### config.mk
export PLATFORM = sky130hd
export DESIGN_NAME = multicycle_controller
export DESIGN_NICKNAME = d
export VERILOG_FILES = /design/src/rtl/multicycle_controller.sv
export SDC_FILE = /design/constraint.sdc
export NUM_CORES = 1
export LEC_CHECK = 0
export ABC_AREA = 0
export BUFFER_PORTS_ARGS = -buffer_cell sky130_fd_sc_hd__buf_2
export CORE_ASPECT_RATIO = 0.9
export CORE_MARGIN = 4
export CORE_UTILIZATION = 50
export CTS_BUF_LIST = sky130_fd_sc_hd__clkbuf_4 sky130_fd_sc_hd__clkbuf_8
export DETAILED_ROUTE_END_ITERATION = 7
export GPL_TIMING_DRIVEN = 1
export PLACE_DENSITY = 0.74
export SYNTH_ARGS = -nofsm -noshare
export SYNTH_HDL_FRONTEND = slang
export SYNTH_SLANG_ARGS = --single-unit
### constraint.sdc
create_clock -name clk -period 2.2 [get_ports clk]
set_input_delay 0.11 -clock clk [delete_from_list [all_inputs] [get_ports clk]]
set_output_delay 0.11 -clock clk [all_outputs]
set_load 0.03 [all_outputs]
### src/rtl/multicycle_controller.sv
// Multicycle main control unit: Moore FSM stepping each instruction through
// fetch/decode/execute/memory/writeback with a memory-ready handshake.
module multicycle_controller #(
    parameter bit EN_BNE = 1'b1,
    parameter bit EN_ORI = 1'b1,
    parameter int CNT_W  = 32
) (
    input  logic             clk,
    input  logic             reset,
    input  logic [5:0]       op_code,
    input  logic             alu_zero,
    input  logic             mem_ready,
    output logic             mem_req,
    output logic             mem_write,
    output logic             iord,
    output logic             ir_write,
    output logic             pc_write,
    output logic             pc_en,
    output logic             reg_write,
    output logic             reg_dst,
    output logic             mem_to_reg,
    output logic             alu_src_a,
    output logic [1:0]       alu_src_b,
    output logic [1:0]       alu_op,
    output logic [1:0]       pc_src,
    output logic             trap,
    output logic             instr_done,
    output logic [CNT_W-1:0] retired
);

    typedef enum logic [3:0] {
        FETCH, DECODE, MEMADR, MEMRD, MEMWB, MEMWR, EXEC, ALUWB,
        BEQ, BNE, IEXEC, IWB, JUMP, TRAP
    } state_t;

    localparam logic [5:0] OP_R    = 6'b000000;
    localparam logic [5:0] OP_LW   = 6'b100011;
    localparam logic [5:0] OP_SW   = 6'b101011;
    localparam logic [5:0] OP_BEQ  = 6'b000100;
    localparam logic [5:0] OP_BNE  = 6'b000101;
    localparam logic [5:0] OP_ADDI = 6'b001000;
    localparam logic [5:0] OP_ORI  = 6'b001101;
    localparam logic [5:0] OP_J    = 6'b000010;

    state_t           state_q, state_d;
    logic [CNT_W-1:0] retired_q, retired_d;
    logic             mem_req_s, mem_write_s, ir_write_s, pc_write_s;
    logic             reg_write_s, done_s;

    always_ff @(posedge clk or posedge reset) begin
        if (reset) state_q <= FETCH;
        else       state_q <= state_d;
    end

    always_comb begin
        state_d = state_q;
        case (state_q)
            FETCH:  if (mem_ready) state_d = DECODE;
            DECODE: begin
                case (op_code)
                    OP_LW, OP_SW: state_d = MEMADR;
                    OP_R:         state_d = EXEC;
                    OP_BEQ:       state_d = BEQ;
                    OP_BNE:       state_d = EN_BNE ? BNE : TRAP;
                    OP_ADDI:      state_d = IEXEC;
                    OP_ORI:       state_d = EN_ORI ? IEXEC : TRAP;
                    OP_J:         state_d = JUMP;
                    default:      state_d = TRAP;
                endcase
            end
            MEMADR: state_d = (op_code == OP_SW) ? MEMWR : MEMRD;
            MEMRD:  if (mem_ready) state_d = MEMWB;
            MEMWR:  if (mem_ready) state_d = FETCH;
            EXEC:   state_d = ALUWB;
            IEXEC:  state_d = IWB;
            TRAP:   state_d = TRAP;
            MEMWB, ALUWB, BEQ, BNE, IWB, JUMP: state_d = FETCH;
            default: state_d = FETCH;
        endcase
    end

    always_comb begin
        mem_req_s   = 1'b0;
        mem_write_s = 1'b0;
        iord        = 1'b0;
        ir_write_s  = 1'b0;
        pc_write_s  = 1'b0;
        reg_write_s = 1'b0;
        reg_dst     = 1'b0;
        mem_to_reg  = 1'b0;
        alu_src_a   = 1'b0;
        alu_src_b   = 2'b00;
        alu_op      = 2'b00;
        pc_src      = 2'b00;
        trap        = 1'b0;
        done_s      = 1'b0;
        case (state_q)
            FETCH: begin
                mem_req_s  = 1'b1;
                alu_src_b  = 2'b01;
                ir_write_s = mem_ready;
                pc_write_s = mem_ready;
            end
            DECODE: alu_src_b = 2'b11;
            MEMADR: begin
                alu_src_a = 1'b1;
                alu_src_b = 2'b10;
            end
            MEMRD: begin
                mem_req_s = 1'b1;
                iord      = 1'b1;
            end
            MEMWB: begin
                reg_write_s = 1'b1;
                mem_to_reg  = 1'b1;
                done_s      = 1'b1;
            end
            MEMWR: begin
                mem_req_s   = 1'b1;
                iord        = 1'b1;
                mem_write_s = 1'b1;
                done_s      = mem_ready;
            end
            EXEC: begin
                alu_src_a = 1'b1;
                alu_op    = 2'b10;
            end
            ALUWB: begin
                reg_write_s = 1'b1;
                reg_dst     = 1'b1;
                done_s      = 1'b1;
            end
            BEQ, BNE: begin
                alu_src_a = 1'b1;
                alu_op    = 2'b01;
                pc_src    = 2'b01;
                done_s    = 1'b1;
            end
            IEXEC: begin
                alu_src_a = 1'b1;
                alu_src_b = 2'b10;
                alu_op    = (op_code == OP_ORI) ? 2'b11 : 2'b00;
            end
            IWB: begin
                reg_write_s = 1'b1;
                done_s      = 1'b1;
            end
            JUMP: begin
                pc_src     = 2'b10;
                pc_write_s = 1'b1;
                done_s     = 1'b1;
            end
            TRAP:    trap = 1'b1;
            default: ;
        endcase
    end

    // Side-effecting strobes are gated by reset so an abort never leaks a write
    assign mem_req    = mem_req_s & ~reset;
    assign mem_write  = mem_write_s & ~reset;
    assign ir_write   = ir_write_s & ~reset;
    assign pc_write   = pc_write_s & ~reset;
    assign reg_write  = reg_write_s & ~reset;
    assign instr_done = done_s & ~reset;
    assign pc_en      = ~reset & (pc_write_s | ((state_q == BEQ) & alu_zero)
                                             | ((state_q == BNE) & ~alu_zero));

    assign retired_d = done_s ? retired_q + CNT_W'(1) : retired_q;

    always_ff @(posedge clk or posedge reset) begin
        if (reset) retired_q <= '0;
        else       retired_q <= retired_d;
    end

    assign retired = retired_q;

endmodule

Word-level counts from Yosys, hierarchy flattened --
Index checks and enable logic that the tools add are counted.
Word-level totals: flip-flop bits (word level) 36, bits of input ports 10, output and inout port bits 50, logic and storage cells 72
Operators by class: add/subtract/negate cells 1, eq/ne operators 23, multiplexer cells 21, bitwise gates (word level) 13, reduce and logical (&&, ||, !) cells 12
Operators with widths (number):
- 32-bit by 1-bit adder with 32-bit output, second input constant | 1
- 4-bit one-hot mux with 8 select lines | 1
- 4-bit == test, second input constant | 6
- 4-bit one-hot mux with 6 select lines | 1
- 4-bit by 3-bit == test with 1-bit output, second input constant | 4
- 6-bit by 3-bit == test with 1-bit output, second input constant | 2
- 6-bit by 4-bit == test with 1-bit output, second input constant | 2
- 6-bit == test, second input constant | 2
- 4-bit 2-to-1 mux | 3
- 2-bit one-hot mux with 3 select lines | 2
- 2-bit OR reduction | 5
- 1-bit AND | 9
- 1-bit 2-to-1 mux | 9
- 4-bit by 2-bit == test with 1-bit output, second input constant | 2
- 6-bit by 2-bit == test with 1-bit output, second input constant | 1
- 6-bit zero test | 1
- 2-bit inequality test, second input constant | 3
- 3-bit OR reduction | 2
- 6-bit OR reduction | 1
- 5-bit OR reduction | 1
- 4-bit by 1-bit == test with 1-bit output, second input constant | 1
- 4-bit zero test | 1
- 1-bit one-hot mux with 2 select lines | 2
- 2-bit one-hot mux with 2 select lines | 1
- 5 further kinds | 7

Logic depth before layout (Yosys ltp) --
depth after elaboration 5, mapped depth 8, depth with buffers taken out 5

Worst setup path after synthesis --
Ideal clock, no wire load.
path kind register -> output, start point register state_q[2], end point output port pc_en, arrival 2.810 ns, data required time 2.090 ns, slack -0.720 ns, cell stages (with the launch flop) 6, path buffers 1, cells stage by stage dfrtp_1 -> buf_2 -> nor2_1 -> nand2_1 -> a2111oi_0 -> a31o_2
Between the ends: cells in the longest elaborated chain, start to end 5, elaborated cells on any way between the ends 10, classes of those cells eq/ne: 3; mux: 1; bitwise: 5; reduce/logical: 1
RTL lines:
- start: declaration | RTL line 45 | state_t state_q, state_d;
- start signal: assignment | RTL line 52 | else state_q <= state_d;
- 4-bit == test, or another cell as far along | RTL line 97 | case (state_q)
- 1-bit one-hot mux with 2 select lines or 1-bit AND (tied branches) | RTL line 97, 165
- 1-bit OR | RTL line 165 | assign pc_en = ~reset & (pc_write_s | ((state_q == BEQ) & alu_zero)
- 1-bit OR (*) | RTL line 166 | | ((state_q == BNE) & ~alu_zero));
- 1-bit AND (*) | RTL line 165
- end: declaration | RTL line 18 | output logic pc_en,
Every way passes the cells marked *; elsewhere a longest branch is shown, timed or not.

Worst setup path after layout --
Same ends and word-level chain as after synthesis.

==> metrics.cfg <==
[yosys]
syn_nets = 253
synth_seq_cells = 36
ys_warn_count = 0
synth_ff_type = dfrtp_1
netlist_instances = 242
yosysSeqAreaShare_pct = 40.43
yosysUniqueCellTypes = 50
synth-async-reset-ratio_pct = 100.0
synth_edf_count = 0
synth.avg_cell_area_sq_um = 9.208
synth_area_sq_um = 2228

[clocking]
root_buffer = clkbuf_8
clk_latency_ns = 0.29
post_cts_buffers = 0
clk_pin_slew_ns = 0.07
htreeDepth = 2
cts_tree = done
cts_buffer_depth = 2
hold_buffers = 0
ctsResizeCount = 0
cts_buffers = 5
cts.sinks = 36

[layout]
final_nets = 312
num_antenna_cells = 0
fillers = 375
fin_area_sq_um = 2694
fin_cells = 362
area_growth_pct = 20.89
drive_above_1_share_pct = 29.47

[setup_path]
cpPeakStageDelay_ns = 0.48
arrival_ns = 1.93
critical-path-top-delay-family = compound AO/OA/AOI/OAI gates
crit_type = flop to output pin
crit_path_max_fanout = 11
r2r_slack_ns = 0.37
cp_data_required_time_ns = 2.09
start_kind = flop
cp-end-kind = output pin
slowest_stage = dfrtp_1
critPathBufInv = 1
path_cells = nor2_1 > nand2_1 > a2111oi_2 > a31o_2 > buf_2

[global_routing]
grt_overflow = 0
grt_max_degree = 37
antenna_found_initial = 0
grt_pass1_vias = 1754
grt_pass1_wl_um = 8376
track_usage_pct = 18.65

[placed_design]
numPortBuffers = 59
dp_cells = 354
place_area_sq_um = 2582
gp_congestion = 0.9166
dpl.hpwl_um = 3754

[die]
dieWidth_um = 78.37
rows = 22
io_pins = 60
design.die.area_sq_um = 5591
core-area_sq_um = 4184
chipHeight_um = 71.34
initial_core_util_pct = 53.26

[timing]
rsz0062_at_grt = no
finalSetupViolCount = 0
relSlewSlack_pct = 70.54
setup_tns_ns = 0
tightest_slew_ns = 0.4418
slew_violations = 0
fmax_ghz = 0.4899
skew_ns = 0.01179
hold_viol_final = 0
min_period_ns = 2.041
period_share_pct = 92.79

[route]
post_drt_wl_per_cell_um = 13.86
antenna_left = 0
viasPerCell = 5.381
drtIter0Drc = 124
first_pass_iters = 4
drcViolationCount = 0
routed_wl_um = 5016
num_vias = 1948

[power]
powerDensity_nw_per_um2 = 1027
p_total_uw = 2767
total_leakage_power_uw = 0.001364
peakVddDrop_uv = 449.7

[run]
max-cap-violations = 0

[outcome]
status = finished clean

[hold_path]
hold_class = input pin to asynchronous set/reset pin

## cell usage in the layout (no fill, tap or decap), types with 2 or more instances in the layout
| master | instances |
|---|---|
| nand3_1 | 12 |
| nor2_1 | 22 |
| nand4_1 | 9 |
| xnor2_1 | 19 |
| and4_1 | 6 |
| nand4_2 | 2 |
| clkbuf_8 | 5 |
| o21ai_0 | 6 |
| xor2_1 | 14 |
| nand2b_1 | 11 |
| inv_1 | 4 |
| a211oi_1 | 2 |
| nand2_1 | 23 |
| dfrtp_1 | 36 |
| nor2b_1 | 5 |
| and3_1 | 3 |
| nor3_1 | 7 |
| nor3_2 | 4 |
| a31oi_1 | 3 |
| nor4_1 | 3 |
| a21oi_1 | 11 |
| and2_1 | 3 |
| buf_4 | 6 |
| buf_2 | 59 |
## stage by stage
step | setup slack (ns) | utilization (%) | hold slack, ns
2_1_floorplan | 0.1913 | - | 0.2808
3_3_place_gp | 0.4104 | 61.72 | 0.3390
3_5_place_dp | 0.3855 | 61.72 | 0.3440
4_1_cts | 0.1740 | 64.38 | 0.03129
5_1_grt | 0.02036 | 64.38 | 0.05400
6_report | 0.1587 | 64.38 | 0.02021
## cells by family after synthesis
logic type	count (synthesis)	synth area share, %
DFF	36	40.43
muxes	1	0.4492
and+or+nand+nor	121	32.29
AOI/OAI and AO/OA	32	9.153
xor gates and xnor gates	33	12.97
adders and majority gates	2	1.011
buffers and inverters	17	3.706
## final timing paths
kind / start / to / cells past startpoint
setup / recovery: state_q[2] / pc_en / 5
setup reg to reg: state_q[2] / retired[16] / 5
hold reg to reg: retired[31] / retired[31] / 1
hold / removal: reset / retired[14] / 3
min in group clk: op_code[4] / state_q[1] / 3
max in group asynchronous: reset / state_q[3] / 3
## cell usage after synthesis (2+ instances only)
cell type	number	share of area, %
nand3_1	12	2.7
xor2_1	14	5.5
nor3_2	4	1.8
dfrtp_1	36	40
buf_1	2	0.34
xnor2_1	19	7.5
and3_1	3	0.84
nor4_1	3	0.84
nand4_1	9	2.5
a21oi_1	11	2.5
nor2_1	22	3.7
and4_1	6	2.4
nand2_1	23	3.9
a211oi_1	2	0.67
nor2b_1	5	1.4
a31oi_1	3	0.84
nand2b_1	11	3.1
inv_1	4	0.67
buf_2	6	1.3
clkbuf_1	3	0.51
o21ai_0	6	1.3
nor3_1	7	1.6
nand4_2	2	1.1
and2_1	3	0.84
## flip-flops by register name, summed over array words and instances (netlist names)
signal   count
retired     32
state_q      4
## report_power, final
| group | internal [uW] | switching, uW | total (uW) |
|---|---|---|---|
| clock network | 348 | 229 | 577 |
| registers | 746 | 110 | 857 |
| logic | 461 | 871 | 1330 |
## layout make-up
cell class	instances	area (sq um)	area share (%)
clock inverter	2	35.03	1.301
sequential	36	900.9	33.44
timing repair buffer	65	340.3	12.63
clock buffer	6	76.32	2.833
multi-input combinational	189	1251	46.45
inverter	4	15.01	0.5574
tap	60	75.07	2.787
## worst register-to-register path, stage by stage (launching register included)
cell and delay, ns:
dfrtp_1 0.51, or2_1 0.28, nand4_2 0.21, nor2_2 0.40, nand4_1 0.17, xnor2_1 0.15
## routing by layer
metal	global-route usage, %	share of wire [%]
met1	27.03	48
met2	27.00	45
met3	3.894	5.0
met4	7.961	1.5
met5	0	0
Power figures use the tool's default switching activity.
